==> config.mk <==
export PLATFORM = sky130hd
export DESIGN_NAME = serial_adder
export DESIGN_NICKNAME = d
export VERILOG_FILES = /design/src/rtl/serial_adder_pkg.sv /design/src/rtl/full_adder.sv /design/src/rtl/serial_adder.sv
export SDC_FILE = /design/constraint.sdc
export NUM_CORES = 1
export LEC_CHECK = 0
export CAP_MARGIN = 20
export CORE_AREA = 2 2 102 55
export CTS_CLUSTER_SIZE = 12
export DETAILED_ROUTE_END_ITERATION = 16
export DIE_AREA = 0 0 104 57
export SLEW_MARGIN = 30
export SYNTH_ARGS = -nofsm -noshare
export SYNTH_HDL_FRONTEND = slang
export SYNTH_SLANG_ARGS = --single-unit
==> constraint.sdc <==
create_clock -name clk -period 1.5 [get_ports clk]
set_input_delay 0.375 -clock clk [delete_from_list [all_inputs] [get_ports clk]]
set_output_delay 0.375 -clock clk [all_outputs]
set_load 0.01 [all_outputs]
==> src/rtl/serial_adder_pkg.sv <==
// Shared types and helpers for the bit-serial adder.
//   state_e : controller states (IDLE, RUN, DONE)
//   clog2   : ceiling log2, used to size the bit counter
package serial_adder_pkg;

  typedef enum logic [1:0] {
    IDLE = 2'd0,
    RUN  = 2'd1,
    DONE = 2'd2
  } state_e;

  // Ceiling log2; returns 0 for n <= 1, callers clamp to a minimum width.
  function automatic int unsigned clog2(input int unsigned n);
    int unsigned r;
    r = 0;
    while ((64'd1 << r) < 64'(n)) begin
      r = r + 1;
    end
    return r;
  endfunction

endpackage : serial_adder_pkg

==> src/rtl/full_adder.sv <==
// Single-bit full adder cell.
//   a, b, cin : addend bits and carry-in
//   sum       : a ^ b ^ cin
//   carry     : carry-out
module full_adder (
  input  logic a,
  input  logic b,
  input  logic cin,
  output logic sum,
  output logic carry
);

  assign sum   = a ^ b ^ cin;
  assign carry = (a & b) | (cin & (a ^ b));

endmodule : full_adder

==> src/rtl/serial_adder.sv <==
// Bit-serial adder: {carry,sum} = a + b + cin, one bit per clock, LSB first.
// A single full_adder is fed from operand shift registers; the inter-bit
// carry lives in a flop. Result appears WIDTH+1 cycles after an accepted start.
//   clk, rst    : clock, asynchronous active-high reset
//   start       : accept operands when idle or in the done cycle
//   a, b, cin   : operands, sampled only on an accepted start
//   busy        : high while bits are being processed
//   done        : one-cycle pulse when sum/carry are updated
//   sum, carry  : registered result, held until the next completion
module serial_adder
  import serial_adder_pkg::*;
#(
  parameter int unsigned WIDTH = 8
) (
  input  logic             clk,
  input  logic             rst,
  input  logic             start,
  input  logic [WIDTH-1:0] a,
  input  logic [WIDTH-1:0] b,
  input  logic             cin,
  output logic             busy,
  output logic             done,
  output logic [WIDTH-1:0] sum,
  output logic             carry
);

  localparam int unsigned CNT_W = (clog2(WIDTH) == 0) ? 1 : clog2(WIDTH);
  localparam logic [CNT_W-1:0] CNT_LAST = CNT_W'(WIDTH - 1);

  state_e           state_q, state_d;
  logic [WIDTH-1:0] a_sh_q, a_sh_d;
  logic [WIDTH-1:0] b_sh_q, b_sh_d;
  logic [WIDTH-1:0] s_sh_q, s_sh_d;
  logic             c_q, c_d;
  logic [CNT_W-1:0] cnt_q, cnt_d;
  logic             busy_q, busy_d;
  logic             done_q, done_d;
  logic [WIDTH-1:0] sum_q, sum_d;
  logic             carry_q, carry_d;

  logic             fa_s;
  logic             fa_co;
  logic             accept_c;
  logic             last_c;

  // Operand LSBs and the running carry feed the one adder cell.
  full_adder u_fa (
    .a     (a_sh_q[0]),
    .b     (b_sh_q[0]),
    .cin   (c_q),
    .sum   (fa_s),
    .carry (fa_co)
  );

  // start is honoured only when no addition is in flight.
  assign accept_c = start && ((state_q == IDLE) || (state_q == DONE));
  assign last_c   = (state_q == RUN) && (cnt_q == CNT_LAST);

  // State register.
  always_ff @(posedge clk or posedge rst) begin
    if (rst) begin
      state_q <= IDLE;
    end else begin
      state_q <= state_d;
    end
  end

  // Next-state logic.
  always_comb begin
    state_d = state_q;
    case (state_q)
      IDLE:    if (start) state_d = RUN;
      RUN:     if (last_c) state_d = DONE;
      DONE:    state_d = start ? RUN : IDLE;
      default: state_d = IDLE;
    endcase
  end

  // Datapath and output next values; busy/done are registered from state_d
  // so they line up exactly with the state they report.
  always_comb begin
    a_sh_d  = a_sh_q;
    b_sh_d  = b_sh_q;
    s_sh_d  = s_sh_q;
    c_d     = c_q;
    cnt_d   = cnt_q;
    sum_d   = sum_q;
    carry_d = carry_q;
    busy_d  = (state_d == RUN);
    done_d  = (state_d == DONE);

    if (accept_c) begin
      a_sh_d = a;
      b_sh_d = b;
      c_d    = cin;
      cnt_d  = '0;
    end else if (state_q == RUN) begin
      a_sh_d = a_sh_q >> 1;
      b_sh_d = b_sh_q >> 1;
      // New sum bit enters at the MSB so the LSB lands at bit 0 after WIDTH shifts.
      s_sh_d            = s_sh_q >> 1;
      s_sh_d[WIDTH-1]   = fa_s;
      c_d               = fa_co;
      cnt_d             = cnt_q + 1'b1;
      if (last_c) begin
        sum_d   = s_sh_d;
        carry_d = fa_co;
      end
    end
  end

  // Datapath and output registers.
  always_ff @(posedge clk or posedge rst) begin
    if (rst) begin
      a_sh_q  <= '0;
      b_sh_q  <= '0;
      s_sh_q  <= '0;
      c_q     <= 1'b0;
      cnt_q   <= '0;
      busy_q  <= 1'b0;
      done_q  <= 1'b0;
      sum_q   <= '0;
      carry_q <= 1'b0;
    end else begin
      a_sh_q  <= a_sh_d;
      b_sh_q  <= b_sh_d;
      s_sh_q  <= s_sh_d;
      c_q     <= c_d;
      cnt_q   <= cnt_d;
      busy_q  <= busy_d;
      done_q  <= done_d;
      sum_q   <= sum_d;
      carry_q <= carry_d;
    end
  end

  assign busy  = busy_q;
  assign done  = done_q;
  assign sum   = sum_q;
  assign carry = carry_q;

endmodule : serial_adder
==> impl_metrics.ini, run 1 <==
[route]
routedWlPerCell_um = 13.1
post-route-drc-count = 0
avgViaCountPerCell = 4.71
vias = 1221
antenna_left = 0
drt_wl_total_um = 3410
drtIter0Drc = 24
first_pass_iters = 4

[clock_network]
cts_tree = yes
h-tree-depth = 2
clock-root-buffer = clkbuf_8
cts_buffers = 5
cts_setup_buffers = 0
cts_hold_buf = 0
clock_latency_ps = 290
cts_num_sinks = 40
cts_buffer_depth = 2
clk_pin_slew_ps = 80

[final_layout]
fin_nets = 209
layout.cells.non_filler = 259
fill_cells = 512
diodes = 0
area_growth_pct = 29.1
drive_gt1_frac = 0.161

[setup_path]
start_kind = register
end_kind = register
required_ps = 1680
cp.arrival_ps = 1590
timing.rr.end = sum[3]
r2r_start = cnt_q[0]
path_class = register to register
critPathCapture = sum[3]
rrSetupSlack_ps = 80
worstPathMaxFanout = 10
r2r_cells = 4
cp-startpoint = cnt_q[0]

[global_route]
antenna_found_initial = 0
grt_pass1_vias = 1334
grt_max_degree = 41
grt_use_total = 0.128
use_met1 = 0.164
use_met2 = 0.199
grt_overflow = 0
grt_pass1_wl_um = 5860
busiest_layer = met2
met3_usage = 0.0526

[logic_synthesis]
synthTopCellsByArea = dfrtp_1 59%, mux2_2 6.6%, nand2_1 4.9%
yosysMostFrequentCell = dfrtp_1
ys_types = 26
synth_seq_cells = 40
synthesis.nets = 172
async_flop_share = 1.00
synth_ff_type = dfrtp_1
synthTopCellsByCount = 40 x dfrtp_1, 22 x nand2_1, 13 x nor2_1, 11 x nor3_1, 11 x o22ai_1
yosys_warnings = 0
synth_area_per_cell_um2 = 11.4
syn_inst = 149
synth_top_area_frac = 0.591
yosysTopAreaCell = dfrtp_1
ys_seq_area_frac = 0.591
syn_area_um2 = 1690
synth_edf_count = 0

[die]
pin_count = 31
dieArea_um2 = 5930
row_count = 19
initial_core_util = 0.330
coreArea_um2 = 5130
die_w_um = 104
die_h_um = 57

[timing]
drv_slew = 0
fin_worst_skew_ps = 7.85
fmax_mhz = 705
rsz0062_at_grt = yes
setup_viol = 0
finalHoldViolCount = 0
finalCritPeriodShare = 0.945
fin_crit_ps = 1420
tightest_slew_ps = 277
max_slew_margin = 0.815

[placement]
io_buffers = 30
placed_cells = 252
gp_congestion = 0.749
dp_hpwl_um = 2420

[power_and_ir_drop]
power.leakage_nw = 0.995
powerDensity_nw_per_um2 = 1970
ir_drop_uv = 578
finalPower_w = 0.00430

[worst_hold_path]
hold_class = input port to asynchronous set/reset pin

[status]
outcome = finished clean

[job]
cap_violations = 0
[cell usage in the layout, fill, tap and decap left out, types with 3 or more instances in the layout]
cell,instances
a22o_1,5
o22ai_1,11
a21oi_1,3
buf_4,8
clkdlybuf4s50_1,19
clkbuf_8,5
mux2i_1,3
a211oi_1,3
nor2b_1,3
dlygate4sd2_1,11
nand2_1,22
dfrtp_1,40
nor2_1,13
nor3_1,11
mux2_2,10
[flip-flops by register name, summed over array words and instances (netlist names)]
| signal | count |
|---|---|
| cnt_q | 3 |
| a_sh_q | 8 |
| b_sh_q | 8 |
| sum | 8 |
| c_q | 1 |
| carry | 1 |
| s_sh_q | 7 |
| done | 1 |
| state_q | 2 |
| busy | 1 |
[worst max-delay path, stage by stage (launching register included)]
cell     delay (ps)
dfrtp_1         390
ha_1            170
ha_2            180
and2_4          220
mux2_2          350
[logic make-up (layout without fill, tap and decap cells)]
family,after synthesis,count (layout),share of synthesized area
mux,13,13,0.0842
flops,40,40,0.591
compound gates,25,25,0.0990
xor+xnor,1,1,0.00517
fa+ha+maj,3,3,0.0266
buf+inv,11,48,0.0406
simple gates,56,56,0.154
[power breakdown]
group	total [W]	switching [W]	internal, W
combinational	0.00174	0.000865	0.000871
clock	0.000688	0.000371	0.000317
sequential	0.00188	0.000291	0.00159
[worst min-delay path by stage]
stage | depth (start not counted) | end | slack (ps)
2_1_floorplan | 2 | s_sh_q[1] | 440
3_3_place_gp | 2 | s_sh_q[1] | 460
3_5_place_dp | 2 | s_sh_q[3] | 480
4_1_cts | 3 | sum[3] | 440
5_1_grt | 3 | sum[3] | 460
6_report | 3 | s_sh_q[6] | 420
[cell type report]
class	count	area [um2]	area share
Clock buffer	6	72.6	0.0332
Multi-Input combinational cell	98	627	0.287
Clock inverter	1	5.00	0.00229
Timing Repair Buffer	40	387	0.177
Sequential cell	40	1000	0.458
Tap cell	73	91.3	0.0418
Inverter	1	3.75	0.00172
[layer usage]
metal / wire [um] / vias up
li1: - / 589
met1: 1740 / 593
met2: 1430 / 34
met3: 206 / 5
met4: 28 / 0
met5: 0 / -
[metrics by stage]
step | setup slack [ps] | hold WS, ps | area, um2 | util | setup TNS [ps]
4_1_cts | 64.9 | 435 | 2180 | 0.425 | 0
2_1_floorplan | 82.3 | 440 | 1690 | - | 0
3_3_place_gp | -24.0 | 456 | 2120 | 0.413 | -225
3_5_place_dp | -71.6 | 484 | 2120 | 0.413 | -689
5_1_grt | -3.81 | 465 | 2190 | 0.426 | -9.52
6_report | 82.1 | 420 | 2190 | 0.426 | 0
[repair_timing]
action,CTS,global route
gates resized for setup,11,1
pin swaps,0,0
endpoints found under the setup margin,11,6
Note: power is estimated with default switching activity, not from simulation.
==> run 2: changes to the inputs <==
Settings changed: SYNTH_HIERARCHICAL from default to 1.
==> impl_metrics.ini, run 2 <==
[die]
pin_count = 31
die_w_um = 104
die_h_um = 57
dieArea_um2 = 5930
initial_core_util = 0.331
row_count = 19
coreArea_um2 = 5130

[route]
vias = 1249
first_pass_iters = 4
antenna_left = 0
drt_wl_total_um = 3890
avgViaCountPerCell = 4.77
routedWlPerCell_um = 14.9
post-route-drc-count = 0
drtIter0Drc = 67

[clock_network]
cts_buffer_depth = 2
cts_tree = yes
clock_latency_ps = 300
clk_pin_slew_ps = 80
cts_buffers = 5
h-tree-depth = 2
cts_num_sinks = 40
clock-root-buffer = clkbuf_8

[logic_synthesis]
async_flop_share = 1.00
yosys_warnings = 6
synth_top_area_frac = 0.588
syn_area_um2 = 1700
syn_inst = 150
ys_seq_area_frac = 0.588
synthTopCellsByArea = dfrtp_1 59%, mux2_2 6.6%, nand2_1 4.6%
yosysMostFrequentCell = dfrtp_1
synth_edf_count = 0
synth_area_per_cell_um2 = 11.3
synth_seq_cells = 40
synthTopCellsByCount = 40 x dfrtp_1, 21 x nand2_1, 13 x nor2_1, 11 x nor3_1, 11 x o22ai_1
ys_types = 23
synthesis.nets = 173
yosysTopAreaCell = dfrtp_1
synth_ff_type = dfrtp_1

[placement]
dp_hpwl_um = 2620
gp_congestion = 0.673
io_buffers = 30
placed_cells = 254

[setup_path]
cp.buffers_inverters = 1
path_class = register to register
cp_top_family = simple AND/OR/NAND/NOR gates
max_stage_delay_ps = 380
required_ps = 1680
end_kind = register
crit_chain = buf_4 > nand2b_1 > o22ai_1 > nor2_1
cp.arrival_ps = 1630
start_kind = register
cp_slowest_cell = dfrtp_1
worstPathMaxFanout = 14

[final_layout]
diodes = 0
final_util = 0.438
fill_cells = 506
drive_gt1_frac = 0.164
final_cell_mix = 40 x dfrtp_1, 21 x nand2_1, 19 x clkdlybuf4s50_1
fin_nets = 211
layout.cells.non_filler = 262
final_common_cell = dfrtp_1
area_growth_pct = 32.3

[power_and_ir_drop]
clockPowerShare = 0.205
finalPower_w = 0.00476
p_sw_frac = 0.346
ir_drop_uv = 781
power.leakage_nw = 1.01
p_sw_w = 0.00165
internal_power_w = 0.00311
p_seq_frac = 0.397
combPwrFrac = 0.398
powerDensity_nw_per_um2 = 2120

[timing]
max_slew_margin = 0.673
rsz0062_at_grt = no
fin_worst_skew_ps = 6.95
fin_crit_ps = 1450
finalHoldViolCount = 0
finalCritPeriodShare = 0.964
setup_viol = 0
holdWs_ps = 420
tightest_slew_ps = 491
drv_slew = 0
fmax_mhz = 692

[global_route]
grt_pass1_wl_um = 6380
grt_use_total = 0.141
grt_pass1_vias = 1275
grt_max_degree = 41
antenna_found_initial = 0
grt_overflow = 0

[status]
outcome = finished clean

[job]
cap_violations = 0

[worst_hold_path]
hold_class = input port to asynchronous set/reset pin
[run 2: logic make-up after synthesis]
logic type / count (synthesis) / share of synthesized area
flip-flops: 40 / 0.588
AO/OA/AOI/OAI: 26 / 0.101
AND/OR/NAND/NOR: 55 / 0.149
adder cells (fa/ha/maj): 3 / 0.0265
buffers and inverters: 11 / 0.0404
XOR/XNOR: 1 / 0.00515
multiplexers: 14 / 0.0897
[run 2: final cells by class]
class                           instances  area (um2)  area share
Timing Repair Buffer                   41         394       0.175
Tap cell                               73        91.3      0.0406
Clock inverter                          1        30.0      0.0133
Sequential cell                        40        1000       0.445
Clock buffer                            7        96.3      0.0428
Inverter                                1        3.75     0.00167
Multi-Input combinational cell         99         634       0.282
[run 2: layer usage]
metal | up-vias | share of wire | global-route usage
met5 | - | 0 | 0
met4 | 0 | 0.011 | 0.0618
met3 | 6 | 0.057 | 0.0446
met2 | 36 | 0.44 | 0.217
met1 | 616 | 0.49 | 0.188
li1 | 591 | - | -
[run 2: power by group through the flow]
stage | combinational (W) | clock [W] | sequential, W
after floorplan | 0.00118 | 0 | 0.00190
after global placement | 0.00189 | 0 | 0.00189
after detailed placement | 0.00197 | 0 | 0.00192
after CTS | 0.00190 | 0.000997 | 0.00190
after global routing | 0.00208 | 0.00104 | 0.00195
final | 0.00189 | 0.000977 | 0.00189
[run 2: per-stage QoR]
stage / cell area (um2) / TNS (ps) / worst slack, ps
6_report: 2250 / 0 / 54.1
4_1_cts: 2250 / 0 / 39.5
3_5_place_dp: 2140 / -2280 / -115
2_1_floorplan: 1700 / 0 / 76.4
5_1_grt: 2250 / 0 / 6.98
3_3_place_gp: 2140 / -1280 / -115
[run 2: repair_timing]
item | CTS | global route
setup endpoints to repair | 20 | 2
hold endpoints to repair | 0 | 0
buffers inserted | 0 | 0
resized for setup | 12 | 1
hold buffers | 0 | 0
[run 2: path summary, 6_finish.rpt]
path | startpoint | endpoint | slack, ps | cells past startpoint
worst max-delay path | state_q[0] | b_sh_q[4] | 50 | 4
worst min-delay path | rst | done | 420 | 3
worst max register to register | state_q[0] | b_sh_q[4] | 50 | 4
worst min register to register | s_sh_q[1] | s_sh_q[1] | 490 | 2
max in group asynchronous | rst | a_sh_q[4] | 880 | 3
min in group clk | s_sh_q[1] | s_sh_q[1] | 490 | 2
[run 2: worst register-to-register path, stage by stage, from the launching register on]
cell,delay [ps]
dfrtp_1,380
buf_4,180
nand2b_1,380
o22ai_1,290
nor2_1,90
